[config.mk]
export PLATFORM = sky130hd
export DESIGN_NAME = serial_tx_fifo_flat
export DESIGN_NICKNAME = d
export VERILOG_FILES = /design/src/rtl/serial_pkg.sv /design/src/rtl/serial_tx_fifo_if.sv /design/src/rtl/serial_tx_fifo_sync_fifo.sv /design/src/rtl/serial_tx_fifo.sv /design/src/flat_wrapper.sv
export SDC_FILE = /design/constraint.sdc
export NUM_CORES = 1
export LEC_CHECK = 0
export CELL_PAD_IN_SITES_DETAIL_PLACEMENT = 1
export CELL_PAD_IN_SITES_GLOBAL_PLACEMENT = 2
export CORE_ASPECT_RATIO = 1.1
export CORE_MARGIN = 2
export CORE_UTILIZATION = 40
export CTS_BUF_LIST = sky130_fd_sc_hd__clkbuf_4 sky130_fd_sc_hd__clkbuf_8
export DETAILED_ROUTE_END_ITERATION = 7
export DONT_BUFFER_PORTS = 1
export GPL_TIMING_DRIVEN = 0
export PLACE_DENSITY = 0.64
export SLEW_MARGIN = 20
export SYNTH_ARGS = -nofsm -noshare
export SYNTH_HDL_FRONTEND = slang
export SYNTH_SLANG_ARGS = --single-unit
[constraint.sdc]
create_clock -name clk -period 8.4 [get_ports clk]
set_input_delay 0.84 -clock clk [delete_from_list [all_inputs] [get_ports clk]]
set_output_delay 0.84 -clock clk [all_outputs]
set_load 0.05 [all_outputs]
[src/rtl/serial_pkg.sv]
// Shared types and constants for the serial transmit path.
package serial_pkg;

  localparam int unsigned BYTE_W        = 8;
  localparam int unsigned DEFAULT_DEPTH = 16;

  typedef enum logic [1:0] {
    ST_IDLE  = 2'd0,
    ST_SEND  = 2'd1,
    ST_DRAIN = 2'd2
  } tx_state_e;

endpackage

[src/rtl/serial_tx_fifo_if.sv]
// Producer-side push port and transmitter-side data/send/busy handshake.
interface serial_tx_fifo_if
  import serial_pkg::*;
#(
  parameter int unsigned DEPTH = DEFAULT_DEPTH
) ();

  localparam int unsigned CNT_W = $clog2(DEPTH) + 1;

  logic [BYTE_W-1:0] wr_data;
  logic              wr_en;
  logic              full;
  logic              empty;
  logic [CNT_W-1:0]  count;
  logic              overflow;
  logic [BYTE_W-1:0] tx_data;
  logic              tx_send;
  logic              tx_busy;

  // slave: the buffer itself; master: producer plus transmitter side
  modport slave (
    input  wr_data, wr_en, tx_busy,
    output full, empty, count, overflow, tx_data, tx_send
  );

  modport master (
    output wr_data, wr_en, tx_busy,
    input  full, empty, count, overflow, tx_data, tx_send
  );

endinterface

[src/rtl/serial_tx_fifo_sync_fifo.sv]
// Single-clock FIFO with registered full/empty/count and a sticky overflow flag.
module sync_fifo #(
  parameter int unsigned DEPTH = 16,
  parameter int unsigned WIDTH = 8
) (
  input  logic                       clk,
  input  logic                       rst,
  input  logic                       push_i,
  input  logic [WIDTH-1:0]           push_data_i,
  input  logic                       pop_i,
  output logic [WIDTH-1:0]           pop_data_c,
  output logic                       full_o,
  output logic                       empty_o,
  output logic [$clog2(DEPTH):0]     count_o,
  output logic                       overflow_o
);

  localparam int unsigned ADDR_W = $clog2(DEPTH);
  localparam int unsigned CNT_W  = ADDR_W + 1;

  if (DEPTH < 2 || (DEPTH & (DEPTH - 1)) != 0) begin : g_bad_depth
    $error("sync_fifo: DEPTH must be a power of 2 and at least 2");
  end

  logic [WIDTH-1:0]  mem_q [DEPTH];
  logic [ADDR_W-1:0] wr_ptr_q, wr_ptr_d;
  logic [ADDR_W-1:0] rd_ptr_q, rd_ptr_d;
  logic [CNT_W-1:0]  count_q, count_d;
  logic              full_q, full_d;
  logic              empty_q, empty_d;
  logic              overflow_q, overflow_d;
  logic              push_ok, pop_ok;

  // Gating uses the registered flags, so a pop never frees room for a same-cycle push.
  always_comb begin
    push_ok    = push_i && !full_q;
    pop_ok     = pop_i && !empty_q;
    wr_ptr_d   = push_ok ? wr_ptr_q + ADDR_W'(1) : wr_ptr_q;
    rd_ptr_d   = pop_ok ? rd_ptr_q + ADDR_W'(1) : rd_ptr_q;
    count_d    = count_q + CNT_W'(push_ok) - CNT_W'(pop_ok);
    full_d     = (count_d == CNT_W'(DEPTH));
    empty_d    = (count_d == '0);
    overflow_d = overflow_q || (push_i && full_q);
  end

  always_ff @(posedge clk) begin
    if (!rst) begin
      wr_ptr_q   <= '0;
      rd_ptr_q   <= '0;
      count_q    <= '0;
      full_q     <= 1'b0;
      empty_q    <= 1'b1;
      overflow_q <= 1'b0;
    end else begin
      wr_ptr_q   <= wr_ptr_d;
      rd_ptr_q   <= rd_ptr_d;
      count_q    <= count_d;
      full_q     <= full_d;
      empty_q    <= empty_d;
      overflow_q <= overflow_d;
    end
  end

  // Storage is not reset; only the pointers define validity.
  always_ff @(posedge clk) begin
    if (rst && push_ok) begin
      mem_q[wr_ptr_q] <= push_data_i;
    end
  end

  assign pop_data_c = mem_q[rd_ptr_q];
  assign full_o     = full_q;
  assign empty_o    = empty_q;
  assign count_o    = count_q;
  assign overflow_o = overflow_q;

endmodule

[src/rtl/serial_tx_fifo.sv]
// Byte queue feeding the serial transmitter one byte at a time over send/busy.
module serial_tx_fifo
  import serial_pkg::*;
#(
  parameter int unsigned DEPTH = DEFAULT_DEPTH
) (
  input  logic           clk,
  input  logic           rst,
  serial_tx_fifo_if.slave bus
);

  localparam int unsigned ADDR_W = $clog2(DEPTH);

  tx_state_e         state_q;
  logic [BYTE_W-1:0] tx_data_q;
  logic              tx_send_q;
  logic              pop_c;
  logic [BYTE_W-1:0] fifo_rd_data;
  logic              fifo_full;
  logic              fifo_empty;
  logic [ADDR_W:0]   fifo_count;
  logic              fifo_overflow;

  sync_fifo #(
    .DEPTH (DEPTH),
    .WIDTH (BYTE_W)
  ) u_fifo (
    .clk         (clk),
    .rst         (rst),
    .push_i      (bus.wr_en),
    .push_data_i (bus.wr_data),
    .pop_i       (pop_c),
    .pop_data_c  (fifo_rd_data),
    .full_o      (fifo_full),
    .empty_o     (fifo_empty),
    .count_o     (fifo_count),
    .overflow_o  (fifo_overflow)
  );

  // Pop only when idle, data is queued and the transmitter is free.
  assign pop_c = (state_q == ST_IDLE) && !fifo_empty && !bus.tx_busy;

  // tx_send_q mirrors state_q == ST_SEND, kept as its own flop so the output is registered.
  always_ff @(posedge clk) begin
    if (!rst) begin
      state_q   <= ST_IDLE;
      tx_data_q <= '0;
      tx_send_q <= 1'b0;
    end else begin
      case (state_q)
        ST_IDLE: begin
          if (pop_c) begin
            state_q   <= ST_SEND;
            tx_data_q <= fifo_rd_data;
            tx_send_q <= 1'b1;
          end
        end
        ST_SEND: begin
          if (bus.tx_busy) begin
            state_q   <= ST_DRAIN;
            tx_send_q <= 1'b0;
          end
        end
        ST_DRAIN: begin
          if (!bus.tx_busy) begin
            state_q <= ST_IDLE;
          end
        end
        default: begin
          state_q   <= ST_IDLE;
          tx_send_q <= 1'b0;
        end
      endcase
    end
  end

  assign bus.tx_data  = tx_data_q;
  assign bus.tx_send  = tx_send_q;
  assign bus.full     = fifo_full;
  assign bus.empty    = fifo_empty;
  assign bus.count    = fifo_count;
  assign bus.overflow = fifo_overflow;

endmodule

[src/flat_wrapper.sv]
// flat-port wrapper written by rule: the top's interface ports become plain ports
module serial_tx_fifo_flat import serial_pkg::*;
#(
  parameter int unsigned DEPTH = DEFAULT_DEPTH
)
  (clk, rst, bus_wr_data, bus_wr_en, bus_tx_busy, bus_full, bus_empty, bus_count, bus_overflow, bus_tx_data, bus_tx_send);
  serial_tx_fifo_if #(.DEPTH(DEPTH)) bus_i ();
  input  logic clk;
  input  logic rst;
  input wire logic [$bits(bus_i.wr_data)-1:0] bus_wr_data;
  input wire logic [$bits(bus_i.wr_en)-1:0] bus_wr_en;
  input wire logic [$bits(bus_i.tx_busy)-1:0] bus_tx_busy;
  output wire logic [$bits(bus_i.full)-1:0] bus_full;
  output wire logic [$bits(bus_i.empty)-1:0] bus_empty;
  output wire logic [$bits(bus_i.count)-1:0] bus_count;
  output wire logic [$bits(bus_i.overflow)-1:0] bus_overflow;
  output wire logic [$bits(bus_i.tx_data)-1:0] bus_tx_data;
  output wire logic [$bits(bus_i.tx_send)-1:0] bus_tx_send;
  assign bus_i.wr_data = bus_wr_data;
  assign bus_i.wr_en = bus_wr_en;
  assign bus_i.tx_busy = bus_tx_busy;
  assign bus_full = bus_i.full;
  assign bus_empty = bus_i.empty;
  assign bus_count = bus_i.count;
  assign bus_overflow = bus_i.overflow;
  assign bus_tx_data = bus_i.tx_data;
  assign bus_tx_send = bus_i.tx_send;
  serial_tx_fifo #(.DEPTH(DEPTH)) u_core (.clk(clk), .rst(rst), .bus(bus_i));
endmodule
## Word level (Yosys, flattened, before mapping)

Memories as Yosys holds them, arrays and structs flattened. A register that Yosys moved wholly into a read port is not among the register bits.
Cells that the tools add are included.

- Bits in writable memories: 128
- Input port bits: 12
- Latch bits: 0
- Flip-flop bits (word level): 19
- Memories: 1
- Memory bits (read-only): 0

- Equal/unequal tests: 6
- Mux-type cells: 9
- $lt $le $gt $ge: 0
- Shift operators: 0
- Bitwise operators: 1
- $add $sub $neg: 4
- Divide/modulo/power cells: 0
- Multiply operators: 0
- Reduce and logical (&&, ||, !) cells: 16

Memories:

| name | words | width | rd ports | clocked after Yosys merged registers in | write ports | RTL line | text |
|---|---|---|---|---|---|---|---|
| u_core.u_fifo.mem_q | 16 | 8 | 1 | 1 | 1 | serial_tx_fifo_sync_fifo.sv:25 | `logic [WIDTH-1:0] mem_q [DEPTH];` |

Operators with widths:

| operator | count |
|---|---|
| 4-bit by 1-bit adder with 4-bit output, second input constant | 2 |
| 1-bit logical AND | 6 |
| 2-bit 2-to-1 mux | 3 |
| 2-bit != test, second input constant | 3 |
| 2-bit one-hot mux with 3 select lines | 1 |
| 3-bit AND reduction | 2 |
| 5-bit by 1-bit adder with 5-bit output | 1 |
| 5-bit == test, second input constant | 1 |
| 5-bit logical NOT | 1 |
| 5-bit by 1-bit subtractor with 5-bit output | 1 |
| 1-bit logical NOT | 4 |
| 1-bit 2-to-1 mux | 4 |
| 1-bit one-hot mux with 3 select lines | 1 |
| 2-bit by 1-bit == test with 1-bit output, second input constant | 1 |
| 2-bit == test, second input constant | 1 |
| 2-bit logical NOT | 1 |
| 2-bit AND reduction | 1 |
| 1-bit logical OR | 1 |
| 1-bit NOT | 1 |

## Longest topological paths before layout

Gate-level depths: netlist of run 1.

- Depth after elaboration: 6
- Gate-level depth with buffers: 12
- Mapped depth without buffers: 12

## Hierarchy

Synthesis of run 1 repeated with hierarchy kept, for this count alone.

- Cell total of the unflattened synthesis: 358
- Area, all modules: 6336.1 um^2

By module, submodules not included:

| module | times used | cells each | area an instance (um^2) |
|---|---|---|---|
| sync_fifo | 1 | 312 | 5884.4 |
| serial_tx_fifo | 1 | 46 | 451.7 |

## Worst setup path after synthesis of run 1

OpenSTA, ideal clock, no wires.

- Kind: input-to-reg
- Start point: input port bus_wr_en
- End point: register u_core.u_fifo.full_q (netlist: u_core.u_fifo.full_o)
- Data arrival time: 3.082 ns
- Stages on the path: 11
- Setup time: 0.114 ns
- Slack: 5.204 ns
- Buffers on the path: 1
- Path through: nor2b_1 clkbuf_1 inv_1 ha_1 inv_1 ha_1 inv_1 fa_1 xnor2_1 or3b_2 a2111oi_0

- Word-level cells in the longest chain between the ends: 4

Ends and longest elaborated chain:

| element | RTL line | text |
|---|---|---|
| start: declaration | flat_wrapper.sv:11 | `input wire logic [$bits(bus_i.wr_en)-1:0] bus_wr_en;` |
| 1-bit logical AND | serial_tx_fifo_sync_fifo.sv:36 | `push_ok = push_i && !full_q;` |
| 5-bit by 1-bit adder with 5-bit output | serial_tx_fifo_sync_fifo.sv:40 | `count_d = count_q + CNT_W'(push_ok) - CNT_W'(pop_ok);` |
| 5-bit by 1-bit subtractor with 5-bit output | serial_tx_fifo_sync_fifo.sv:40 |  |
| 5-bit == test | serial_tx_fifo_sync_fifo.sv:41 | `full_d = (count_d == CNT_W'(DEPTH));` |
| end signal: assignment | serial_tx_fifo_sync_fifo.sv:58 | `full_q <= full_d;` |
| end: declaration | serial_tx_fifo_sync_fifo.sv:29 | `logic full_q, full_d;` |

Every way passes these cells.
A chain may end at the register's enable or synchronous reset.

## Worst setup path after layout of run 1

- Start point: register u_core.u_fifo.empty_q (netlist: u_core.u_fifo.empty_o)
- End point: register u_core.u_fifo.full_q (netlist: u_core.u_fifo.full_o)

- Word-level cells in the longest chain between the ends: 6

Ends and longest elaborated chain:

| element | RTL line | text |
|---|---|---|
| start: declaration | serial_tx_fifo_sync_fifo.sv:30 | `logic empty_q, empty_d;` |
| start signal: assignment | serial_tx_fifo_sync_fifo.sv:59 | `empty_q <= empty_d;` |
| 1-bit logical NOT * | serial_tx_fifo_sync_fifo.sv:37, serial_tx_fifo.sv:41 |  |
| 1-bit logical AND (2 in a row) | serial_tx_fifo.sv:41 | `assign pop_c = (state_q == ST_IDLE) && !fifo_empty && !bus.tx_busy;` |
| 1-bit logical AND * | serial_tx_fifo_sync_fifo.sv:37 | `pop_ok = pop_i && !empty_q;` |
| net u_core.u_fifo.pop_ok | serial_tx_fifo_sync_fifo.sv:32 | `logic push_ok, pop_ok;` |
| 5-bit by 1-bit subtractor with 5-bit output * | serial_tx_fifo_sync_fifo.sv:40 |  |
| 5-bit == test * | serial_tx_fifo_sync_fifo.sv:41 |  |

Mark *: on every way through the listed nets, which the timed path passes. The rest lies on a longest branch.

==> impl_results.rst, run 1 <==
.. list-table::
   :header-rows: 1

   * - Metric
     - Value
   * - Vias per cell
     - 5.29
   * - Reg clk slew, reported paths
     - 0.08 ns
   * - Sequential cell area fraction in the yosys report
     - 0.715
   * - Synthesized area per cell
     - 18.2 um^2
   * - Starting DRT DRC Count
     - 171
   * - Result of the run
     - finished clean
   * - Origin of the worst setup path
     - u_core.u_fifo.empty_o
   * - Count of mapped cells out of synthesis
     - 337
   * - Count of pins on the block boundary
     - 29
   * - Timing-limited maximum frequency
     - 0.265 GHz
   * - Final hold slack
     - 0.477 ns
   * - Synth Flop Type
     - sky130_fd_sc_hd__edfxtp_1
   * - HPWL reported at the end of detailed placement
     - 8710 um
   * - Critical Path RT
     - 8.69 ns
   * - Worst-case register-to-register setup slack
     - 4.62 ns
   * - Source of the worst register-to-register timing path
     - u_core.u_fifo.empty_o
   * - Critical register-to-register path endpoint
     - u_core.u_fifo.full_o
   * - Final setup violation count
     - 0
   * - Type of the tightest min-delay check
     - input port to flop
   * - Least-Margin Pin Slew
     - 0.892 ns
   * - Crit path kind
     - flop to flop
   * - Distinct cell type count of the synthesized netlist
     - 36
   * - Post-synth EDFFs
     - 128
   * - Starting density of the core
     - 0.407
   * - Final wirelength
     - 13,200 um
   * - Fin nets
     - 379
   * - Biggest fanout along the worst timing path
     - 10
   * - Critical path endpoint
     - u_core.u_fifo.full_o
   * - Final core occ
     - 0.452
   * - Final number of max-transition violations
     - 0
   * - Die Height
     - 134 um
   * - Footprint of the flip-flops and latches
     - 4380 um^2
   * - CTS hold repair buffers
     - 0
   * - Post-Route Setup TNS
     - 0 ns
   * - Async SR Flop Fraction
     - 0
   * - Post-CTS Setup Bufs
     - 0
   * - CTS tree
     - built
   * - Post-synthesis register bit count
     - 155
   * - Power Density
     - 277 nW/um^2
   * - Element type at the critical path end
     - flop
   * - CTS Sinks
     - 155
   * - Share of final-layout standard cells stronger than drive strength 1
     - 0.171
   * - Total of buffers placed on input and output ports
     - 0
   * - Total congestion overflow after global routing
     - 0
   * - Post-layout instance count excluding filler cells
     - 564
   * - Count of TritonRoute iterations in the first routing pass
     - 4
   * - Static Leakage
     - 2.16 nW
   * - Cells resized by post-CTS repair
     - 0
   * - Hold violation count in the final report
     - 0
   * - Final cycle utilization of the critical path
     - 0.449
   * - Weighted congestion reported at the end of routability-driven placement
     - 0.724
   * - Post-Syn Nets
     - 360
   * - Data arrival, critical path
     - 4.07 ns
   * - Global-route usage over all layers
     - 0.175
   * - Clock period minus worst slack
     - 3.78 ns
   * - Max-cap viol count
     - 0
   * - Maximum number of pins on one net before global-route repair
     - 17
   * - VDD IR max
     - 0.120 mV
   * - Layout-stage area growth over the synthesis result
     - 10.9%
   * - Fill cells
     - 1,484
   * - Die outline area
     - 16,300 um^2
   * - Root cell of the clock tree
     - sky130_fd_sc_hd__clkbuf_8
   * - Wire length per cell
     - 23.3 um
   * - Remaining number of nets flagged by the antenna check after routing
     - 0
   * - Start point of the worst hold path
     - bus_wr_data[0]
   * - Row Count
     - 47
   * - Total DRC errors in the routed layout
     - 0
   * - Num CTS Buffers
     - 17
   * - Post-synthesis cell area
     - 6130 um^2
   * - Area taken by multi-input logic gates
     - 1620 um^2
   * - Worst rel slew slack
     - 0.403
   * - Clock tree buffer depth
     - 2
   * - Setup clock skew after layout
     - 0.00719 ns
   * - Logic depth of the worst register-to-register path
     - 11
   * - Vias in the first global route
     - 3,252
   * - Clock Latency Late Sink
     - 0.45 ns
   * - First-pass GRT wire length
     - 19,700 um
   * - Synthesis warning total
     - 0
   * - Width of the chip
     - 122 um
   * - Count of placed standard cells including taps
     - 533
   * - Core outline area
     - 15,100 um^2
   * - Antenna cells
     - 0
   * - Count of vias placed by the detailed router
     - 2,981
   * - Initial antenna violation count
     - 0
   * - Worst setup SP type
     - flop
   * - Total number of H-tree levels
     - 4
   * - Setup repair after global routing missed its margin
     - no
power breakdown:
group          internal (mW)  switching [mW]
Sequential             0.870           0.108
Combinational          0.147           0.159
Clock                  0.327           0.272
cells in the mapped netlist, types with 6 or more instances:
cell | n | area (um^2)
sky130_fd_sc_hd__inv_1 | 12 | 45.0
sky130_fd_sc_hd__a22oi_1 | 8 | 60.1
sky130_fd_sc_hd__clkbuf_1 | 9 | 33.8
sky130_fd_sc_hd__nor2_1 | 28 | 105
sky130_fd_sc_hd__mux4_2 | 19 | 428
sky130_fd_sc_hd__xor2_1 | 6 | 52.6
sky130_fd_sc_hd__ha_1 | 10 | 125
sky130_fd_sc_hd__nand2_1 | 10 | 37.5
sky130_fd_sc_hd__dfxtp_1 | 27 | 541
sky130_fd_sc_hd__mux2i_1 | 8 | 80.1
sky130_fd_sc_hd__a21oi_1 | 7 | 35.0
sky130_fd_sc_hd__edfxtp_1 | 128 | 3840
sky130_fd_sc_hd__o22ai_1 | 8 | 50.1
sky130_fd_sc_hd__mux2_2 | 8 | 90.1
sky130_fd_sc_hd__mux4_1 | 13 | 342
state kept, by name (all words and copies together), names as in the netlist:
name,flops
u_core.u_fifo.count_o,5
u_core.u_fifo.empty_o,1
u_core.u_fifo.overflow_o,1
u_core.bus.tx_send,1
u_core.u_fifo.rd_ptr_q,4
u_core.bus.tx_data,8
u_core.u_fifo.mem_q,128
u_core.u_fifo.wr_ptr_q,4
u_core.state_q,2
u_core.u_fifo.full_o,1
cell usage in the layout (no fill, tap or decap), drive strengths merged, types with 8 or more instances in the layout:
master,instances
a22oi,8
clkbuf,28
dfxtp,27
edfxtp,128
ha,10
inv,13
mux2,8
mux2i,8
mux4,32
nand2,10
nor2,28
o22ai,8
layer usage:
| metal | vias up | share of wire | track usage |
|---|---|---|---|
| met2 | 49 | 0.50 | 0.288 |
| met1 | 1557 | 0.45 | 0.224 |
| li1 | 1363 | - | - |
| met5 | - | 0 | 0 |
| met3 | 12 | 0.046 | 0.0557 |
| met4 | 0 | 0.010 | 0.0479 |
worst max-delay path, cell delays in order, from the launching register on:
cell and delay [ns]:
sky130_fd_sc_hd__dfxtp_1 0.70, sky130_fd_sc_hd__nor2_1 0.11, sky130_fd_sc_hd__nand2_1 0.35, sky130_fd_sc_hd__inv_1 0.25
sky130_fd_sc_hd__ha_1 0.33, sky130_fd_sc_hd__inv_1 0.06, sky130_fd_sc_hd__ha_1 0.16, sky130_fd_sc_hd__inv_1 0.05
sky130_fd_sc_hd__fa_1 0.41, sky130_fd_sc_hd__xnor2_1 0.15, sky130_fd_sc_hd__or3b_2 0.47, sky130_fd_sc_hd__a2111oi_0 0.59
metrics by stage:
stage / power [mW] / cell area (um^2) / setup slack, ns
after floorplan: 1.23 / 6130 / 5.20
after global placement: 1.30 / 6380 / 4.32
after detailed placement: 1.31 / 6380 / 4.37
after CTS: 1.90 / 6800 / 4.52
after global routing: 1.96 / 6800 / 4.37
final: 1.88 / 6800 / 4.62
layout make-up:
class                   count  share of cell area
clock inverters            12              0.0254
clock buffers              19              0.0366
well taps                 196              0.0361
plain buffers              16              0.0125
inverters                  12             0.00662
flip-flops and latches    155               0.645
multi-input cells         154               0.238
cell families (layout without fill, tap and decap cells):
family,count (synthesis),after routing,synth area share
AOI/OAI and AO/OA,30,30,0.0318
xor gates and xnor gates,10,10,0.0143
adders and majority gates,11,11,0.0237
buffers and inverters,28,59,0.0212
DFF,155,155,0.715
muxes,48,48,0.153
and+or+nand+nor,55,55,0.0412
worst min-delay path by stage:
stage                                      to  depth (start not counted)
floorplan                   u_core.state_q[0]                          2
CTS                 u_core.u_fifo.mem_q[7][6]                          0
finish              u_core.u_fifo.mem_q[7][0]                          0
global route        u_core.u_fifo.mem_q[7][0]                          0
global placement            u_core.state_q[0]                          2
detailed placement          u_core.state_q[0]                          2
(Power assumes the default switching activity.)
==> run 2: changes to the inputs <==
--- a/config.mk
+++ b/config.mk
@@ -14,7 +14,7 @@
 export DETAILED_ROUTE_END_ITERATION = 7
 export DONT_BUFFER_PORTS = 1
 export GPL_TIMING_DRIVEN = 0
-export PLACE_DENSITY = 0.64
+export PLACE_DENSITY = 0.67
 export SLEW_MARGIN = 20
 export SYNTH_ARGS = -nofsm -noshare
 export SYNTH_HDL_FRONTEND = slang
==> constraint.sdc (replaced) <==
create_clock -name clk -period 3.05 [get_ports clk]
set_input_delay 0.305 -clock clk [delete_from_list [all_inputs] [get_ports clk]]
set_output_delay 0.305 -clock clk [all_outputs]
set_load 0.05 [all_outputs]
==> impl_results.rst, run 2 (synthesis gave the netlist of run 1 again) <==
.. list-table::
   :header-rows: 1

   * - Metric
     - Value
   * - Type of the tightest min-delay check
     - input port to flop
   * - Fin nets
     - 390
   * - Crit path kind
     - flop to flop
   * - Layout-stage area growth over the synthesis result
     - 12.4%
   * - Hold violation count in the final report
     - 0
   * - Setup clock skew after layout
     - 0.0108 ns
   * - Logic depth of the worst register-to-register path
     - 11
   * - Total of buffers placed on input and output ports
     - 0
   * - VDD IR max
     - 0.237 mV
   * - Start point of the worst hold path
     - bus_tx_busy
   * - Post-detailed-placement cell area
     - 6380 um^2
   * - Total DRC errors in the routed layout
     - 0
   * - Reg clk slew, reported paths
     - 0.08 ns
   * - Remaining number of nets flagged by the antenna check after routing
     - 0
   * - Wire length per cell
     - 23.5 um
   * - Final number of max-transition violations
     - 0
   * - Post-layout instance count excluding filler cells
     - 576
   * - Post-Route Setup TNS
     - 0 ns
   * - Setup repair after global routing missed its margin
     - no
   * - Root cell of the clock tree
     - sky130_fd_sc_hd__clkbuf_8
   * - Clock period minus worst slack
     - 2.91 ns
   * - Clock Latency Late Sink
     - 0.45 ns
   * - Count of vias placed by the detailed router
     - 3,072
   * - Result of the run
     - finished clean
   * - Worst rel slew slack
     - 0.384
   * - Initial antenna violation count
     - 0
   * - Static Leakage
     - 2.19 nW
   * - Die Height
     - 134 um
   * - Data arrival, critical path
     - 3.24 ns
   * - First-pass GRT wire length
     - 20,600 um
   * - Die outline area
     - 16,300 um^2
   * - Final wirelength
     - 13,600 um
   * - Most common cell type on the critical path
     - sky130_fd_sc_hd__inv_1
   * - Max-cap viol count
     - 0
   * - Minimum setup slack after placement
     - -0.790 ns
   * - Count of TritonRoute iterations in the first routing pass
     - 4
   * - CTS tree
     - built
   * - Clock tree buffer depth
     - 2
   * - Total number of H-tree levels
     - 4
   * - Count of pins on the block boundary
     - 29
   * - Final setup violation count
     - 0
   * - Maximum number of pins on one net before global-route repair
     - 17
   * - Source of the worst register-to-register timing path
     - u_core.u_fifo.full_o
   * - Share of final-layout standard cells stronger than drive strength 1
     - 0.184
   * - Biggest fanout along the worst timing path
     - 9
   * - Final hold slack
     - 0.0848 ns
   * - Critical register-to-register path endpoint
     - u_core.u_fifo.full_o
   * - Register name with the most flops
     - u_core.u_fifo.mem_q
   * - Timing-limited maximum frequency
     - 0.344 GHz
   * - Cells along the critical path
     - nor2b_1 > clkbuf_4 > inv_1 > ha_1 > inv_1 > ha_1 > inv_1 > fa_1 > xnor2_1 > or3b_2 > a2111oi_4
   * - Kind of cell with the highest combined delay on the critical path
     - adder cells
   * - Least-Margin Pin Slew
     - 0.920 ns
   * - Capture endpoint of the worst hold path
     - u_core.state_q[0]
   * - Number of flip-flops under the largest register name
     - 128
   * - Power Density
     - 744 nW/um^2
   * - Num CTS Buffers
     - 17
   * - Critical Path RT
     - 3.39 ns
   * - Width of the chip
     - 122 um
   * - Delay contributed by the slowest stage of the critical path
     - 0.50 ns
   * - Starting density of the core
     - 0.407
   * - Row Count
     - 47
   * - Core outline area
     - 15,100 um^2
   * - PnR worst setup slack
     - 0.144 ns
   * - Final cycle utilization of the critical path
     - 0.953
   * - Antenna cells
     - 0
   * - Slowest library cell on the worst path
     - sky130_fd_sc_hd__or3b_2
   * - Worst setup SP type
     - flop
   * - Weighted congestion reported at the end of routability-driven placement
     - 0.725
   * - Number of cells traversed by the worst hold path
     - 3
   * - Starting DRT DRC Count
     - 117
   * - HPWL reported at the end of detailed placement
     - 8720 um
   * - Count of placed standard cells including taps
     - 533
   * - Element type at the critical path end
     - flop
   * - Global-route usage over all layers
     - 0.181
   * - Worst-case register-to-register setup slack
     - 0.14 ns
   * - Top library cells by usage in the layout, fill and taps aside
     - sky130_fd_sc_hd__edfxtp_1, sky130_fd_sc_hd__nor2_1, sky130_fd_sc_hd__dfxtp_1
   * - Number of buffer and inverter instances along the worst setup path
     - 4
   * - Post-Layout Inst Area
     - 6900 um^2
   * - Vias per cell
     - 5.33
   * - CTS Sinks
     - 155
   * - Most frequent standard cell in the layout excluding fill and tap cells
     - sky130_fd_sc_hd__edfxtp_1
   * - Total congestion overflow after global routing
     - 0
   * - Vias in the first global route
     - 3,381
-- run 2: changes by cell type in the layout (fill, tap and decap cells not counted), sizes merged --
cell	delta
dlygate4sd3	+10
buf	+1
clkinvlp	+1
bufinv	-2
clkinv	+2
-- run 2: layout make-up --
cell class | instances | area, um^2
Clock inverter | 13 | 126
Inverter | 12 | 45.0
Buffer | 16 | 88.8
Timing Repair Buffer | 11 | 108
Fill cell | 1484 | 8160
Sequential cell | 155 | 4390
Multi-Input combinational cell | 154 | 1640
Tap cell | 196 | 245
Clock buffer | 19 | 249
-- run 2: worst max-delay path by stage --
stage | startpoint | endpoint | depth (start not counted) | slack [ns]
detailed placement | u_core.u_fifo.empty_o | u_core.u_fifo.full_o | 11 | -0.79
global placement | u_core.u_fifo.empty_o | u_core.u_fifo.full_o | 11 | -0.79
CTS | u_core.u_fifo.full_o | u_core.u_fifo.full_o | 11 | 0.005
global route | u_core.u_fifo.full_o | u_core.u_fifo.full_o | 11 | 0.0001
finish | u_core.u_fifo.full_o | u_core.u_fifo.full_o | 11 | 0.14
floorplan | u_core.u_fifo.empty_o | u_core.u_fifo.full_o | 11 | 0.04
-- run 2: repair_timing --
action                                  CTS  global route
pin swaps                                 0             0
setup buffers                             1             0
endpoints found under the hold margin   130             0
gates resized for setup                   9             2
gates cloned                              0             0
hold buffers                             10             0
endpoints found under the setup margin    3             1
-- run 2: layer usage --
| layer | global-route usage | wire [um] |
|---|---|---|
| met5 | 0 | 0 |
| met1 | 0.240 | 5970 |
| met4 | 0.0754 | 250 |
| met3 | 0.0404 | 551 |
| met2 | 0.290 | 6790 |
-- run 2: through the flow --
stage               utilization  power [mW]
global route              0.458        5.37
finish                    0.458        5.13
floorplan                     -        3.37
CTS                       0.457        5.16
detailed placement        0.424        3.61
global placement          0.424        3.59
-- run 2: worst reg2reg max path: stages, from the launching register on --
cell,delay [ns]
sky130_fd_sc_hd__dfxtp_4,0.41
sky130_fd_sc_hd__nor2b_1,0.15
sky130_fd_sc_hd__clkbuf_4,0.22
sky130_fd_sc_hd__inv_1,0.06
sky130_fd_sc_hd__ha_1,0.28
sky130_fd_sc_hd__inv_1,0.06
sky130_fd_sc_hd__ha_1,0.16
sky130_fd_sc_hd__inv_1,0.06
sky130_fd_sc_hd__fa_1,0.40
sky130_fd_sc_hd__xnor2_1,0.15
sky130_fd_sc_hd__or3b_2,0.50
sky130_fd_sc_hd__a2111oi_4,0.35
-- run 2: where the power goes --
| part | internal, mW | switching (mW) | leakage (nW) |
|---|---|---|---|
| Combinational | 0.433 | 0.513 | 0.634 |
| Sequential | 2.40 | 0.295 | 1.38 |
| Clock | 0.734 | 0.757 | 0.181 |
| Total | 3.57 | 1.56 | 2.19 |
==> run 3: changes to the inputs <==
--- a/config.mk
+++ b/config.mk
@@ -15,6 +15,7 @@
 export DONT_BUFFER_PORTS = 1
 export GPL_TIMING_DRIVEN = 0
 export PLACE_DENSITY = 0.67
+export REMOVE_ABC_BUFFERS = 1
 export SLEW_MARGIN = 20
 export SYNTH_ARGS = -nofsm -noshare
 export SYNTH_HDL_FRONTEND = slang
==> impl_results.rst, run 3 (synthesis gave the netlist of run 1 again) <==
.. list-table::
   :header-rows: 1

   * - Metric
     - Value
   * - Result of the run
     - finished clean
   * - Final core occ
     - 0.457
   * - Global-route usage over all layers
     - 0.166
   * - Register name with the most flops
     - u_core.u_fifo.mem_q
   * - Cells along the critical path
     - nor2_1 > nand2_2 > inv_2 > ha_1 > inv_1 > ha_1 > inv_1 > fa_1 > xnor2_1 > or3b_2 > a2111oi_2
   * - Biggest fanout along the worst timing path
     - 6
   * - Worst rel slew slack
     - 0.279
   * - Slowest library cell on the worst path
     - sky130_fd_sc_hd__or3b_2
   * - Capture endpoint of the worst hold path
     - u_core.state_q[0]
   * - CTS tree
     - built
   * - Reg clk slew, reported paths
     - 0.08 ns
   * - Die outline area
     - 16,300 um^2
   * - Clock tree buffer depth
     - 2
   * - Remaining number of nets flagged by the antenna check after routing
     - 0
   * - Final setup violation count
     - 0
   * - Worst setup SP type
     - flop
   * - Final cycle utilization of the critical path
     - 0.941
   * - Setup repair after global routing missed its margin
     - no
   * - Layout-stage area growth over the synthesis result
     - 12.1%
   * - Kind of cell with the highest combined delay on the critical path
     - adder cells
   * - Clock period minus worst slack
     - 2.87 ns
   * - Type of the tightest min-delay check
     - input port to flop
   * - Critical Path RT
     - 3.38 ns
   * - Source of the worst register-to-register timing path
     - u_core.u_fifo.empty_o
   * - HPWL reported at the end of detailed placement
     - 7690 um
   * - Num CTS Buffers
     - 17
   * - Max-cap viol count
     - 0
   * - Total DRC errors in the routed layout
     - 0
   * - Number of flip-flops under the largest register name
     - 128
   * - Total number of H-tree levels
     - 4
   * - Power Density
     - 746 nW/um^2
   * - Vias per cell
     - 5.24
   * - Timing-limited maximum frequency
     - 0.348 GHz
   * - Worst-case register-to-register setup slack
     - 0.18 ns
   * - Start point of the worst hold path
     - bus_tx_busy
   * - Number of cells traversed by the worst hold path
     - 3
   * - Least-Margin Pin Slew
     - 1.08 ns
   * - Top library cells by usage in the layout, fill and taps aside
     - sky130_fd_sc_hd__edfxtp_1, sky130_fd_sc_hd__nor2_1, sky130_fd_sc_hd__dfxtp_1
   * - Final hold slack
     - 0.0797 ns
   * - CTS Sinks
     - 155
   * - Most frequent standard cell in the layout excluding fill and tap cells
     - sky130_fd_sc_hd__edfxtp_1
   * - Count of TritonRoute iterations in the first routing pass
     - 4
   * - Wire length per cell
     - 22.2 um
   * - First-pass GRT wire length
     - 19,000 um
   * - Width of the chip
     - 122 um
   * - Vias in the first global route
     - 3,195
   * - Delay contributed by the slowest stage of the critical path
     - 0.50 ns
   * - Total congestion overflow after global routing
     - 0
   * - Count of vias placed by the detailed router
     - 2,948
   * - Core outline area
     - 15,100 um^2
   * - Share of final-layout standard cells stronger than drive strength 1
     - 0.199
   * - Row Count
     - 47
   * - Crit path kind
     - flop to flop
   * - VDD IR max
     - 0.330 mV
   * - Starting density of the core
     - 0.407
   * - Fill cells
     - 1,471
   * - Clock Latency Late Sink
     - 0.44 ns
   * - Root cell of the clock tree
     - sky130_fd_sc_hd__clkbuf_8
   * - Static Leakage
     - 2.18 nW
   * - Fin nets
     - 377
   * - Maximum number of pins on one net before global-route repair
     - 36
   * - Total of buffers placed on input and output ports
     - 0
   * - Weighted congestion reported at the end of routability-driven placement
     - 0.668
   * - Hold violation count in the final report
     - 0
   * - Logic depth of the worst register-to-register path
     - 11
   * - Setup clock skew after layout
     - 0.0105 ns
   * - Element type at the critical path end
     - flop
   * - Die Height
     - 134 um
   * - Data arrival, critical path
     - 3.20 ns
   * - Antenna cells
     - 0
   * - Final number of max-transition violations
     - 0
   * - Number of buffer and inverter instances along the worst setup path
     - 3
   * - Starting DRT DRC Count
     - 169
   * - Count of pins on the block boundary
     - 29
   * - Final wirelength
     - 12,500 um
   * - Critical register-to-register path endpoint
     - u_core.u_fifo.full_o
   * - Initial antenna violation count
     - 0
run 3: area by class of cell:
type,instances,area (um^2),share of cell area
timing repair buffer,14,145,0.0211
clock buffer,20,263,0.0382
multi-input combinational,154,1640,0.239
sequential,155,4400,0.639
tap,196,245,0.0357
clock inverter,12,140,0.0204
inverter,12,45.0,0.00655
run 3: worst reg2reg max path, stage by stage, from the launching register on:
cell	delay, ns
sky130_fd_sc_hd__dfxtp_4	0.42
sky130_fd_sc_hd__nor2_1	0.18
sky130_fd_sc_hd__nand2_2	0.10
sky130_fd_sc_hd__inv_2	0.14
sky130_fd_sc_hd__ha_1	0.24
sky130_fd_sc_hd__inv_1	0.05
sky130_fd_sc_hd__ha_1	0.16
sky130_fd_sc_hd__inv_1	0.06
sky130_fd_sc_hd__fa_1	0.40
sky130_fd_sc_hd__xnor2_1	0.15
sky130_fd_sc_hd__or3b_2	0.50
sky130_fd_sc_hd__a2111oi_2	0.37
run 3: layer usage:
metal / GRT usage / share of wire / vias up
li1: - / - / 1359
met1: 0.206 / 0.42 / 1510
met2: 0.275 / 0.52 / 59
met3: 0.0455 / 0.038 / 20
met4: 0.0651 / 0.019 / 0
met5: 0 / 0 / -
run 3: power breakdown:
part           internal (mW)  switching, mW  total (mW)
sequential              2.40          0.380        2.78
combinational          0.403          0.391       0.795
clock                  0.777          0.779        1.56
run 3: repair_timing:
item / 4_1_cts / 5_1_grt
setup buffers: 2 / 0
hold endpoints to repair: 135 / 0
endpoints found under the setup margin: 3 / 1
resized for setup: 8 / 2
hold buffers: 11 / 0
run 3: worst max path at each step:
stage                           from               endpoint  slack, ns  cells after the start
3_3_place_gp   u_core.u_fifo.empty_o  u_core.u_fifo.empty_o      -0.56                     11
4_1_cts         u_core.u_fifo.full_o   u_core.u_fifo.full_o       0.10                     10
3_5_place_dp   u_core.u_fifo.empty_o  u_core.u_fifo.empty_o      -0.62                     11
6_report       u_core.u_fifo.empty_o   u_core.u_fifo.full_o       0.18                     11
5_1_grt        u_core.u_fifo.empty_o   u_core.u_fifo.full_o       0.02                     11
2_1_floorplan  u_core.u_fifo.empty_o   u_core.u_fifo.full_o       0.04                     11
run 3: per-stage QoR:
step           TNS [ns]  total power [mW]  cell area, um^2  cells  setup WS [ns]
2_1_floorplan         0              3.34             6050    321         0.0433
3_3_place_gp      -3.89              3.53             6290    517         -0.563
6_report              0              5.13             6880    563          0.180
5_1_grt               0              5.38             6880    563         0.0175
3_5_place_dp      -1.22              3.55             6320    518         -0.619
4_1_cts               0              5.18             6870    563          0.103
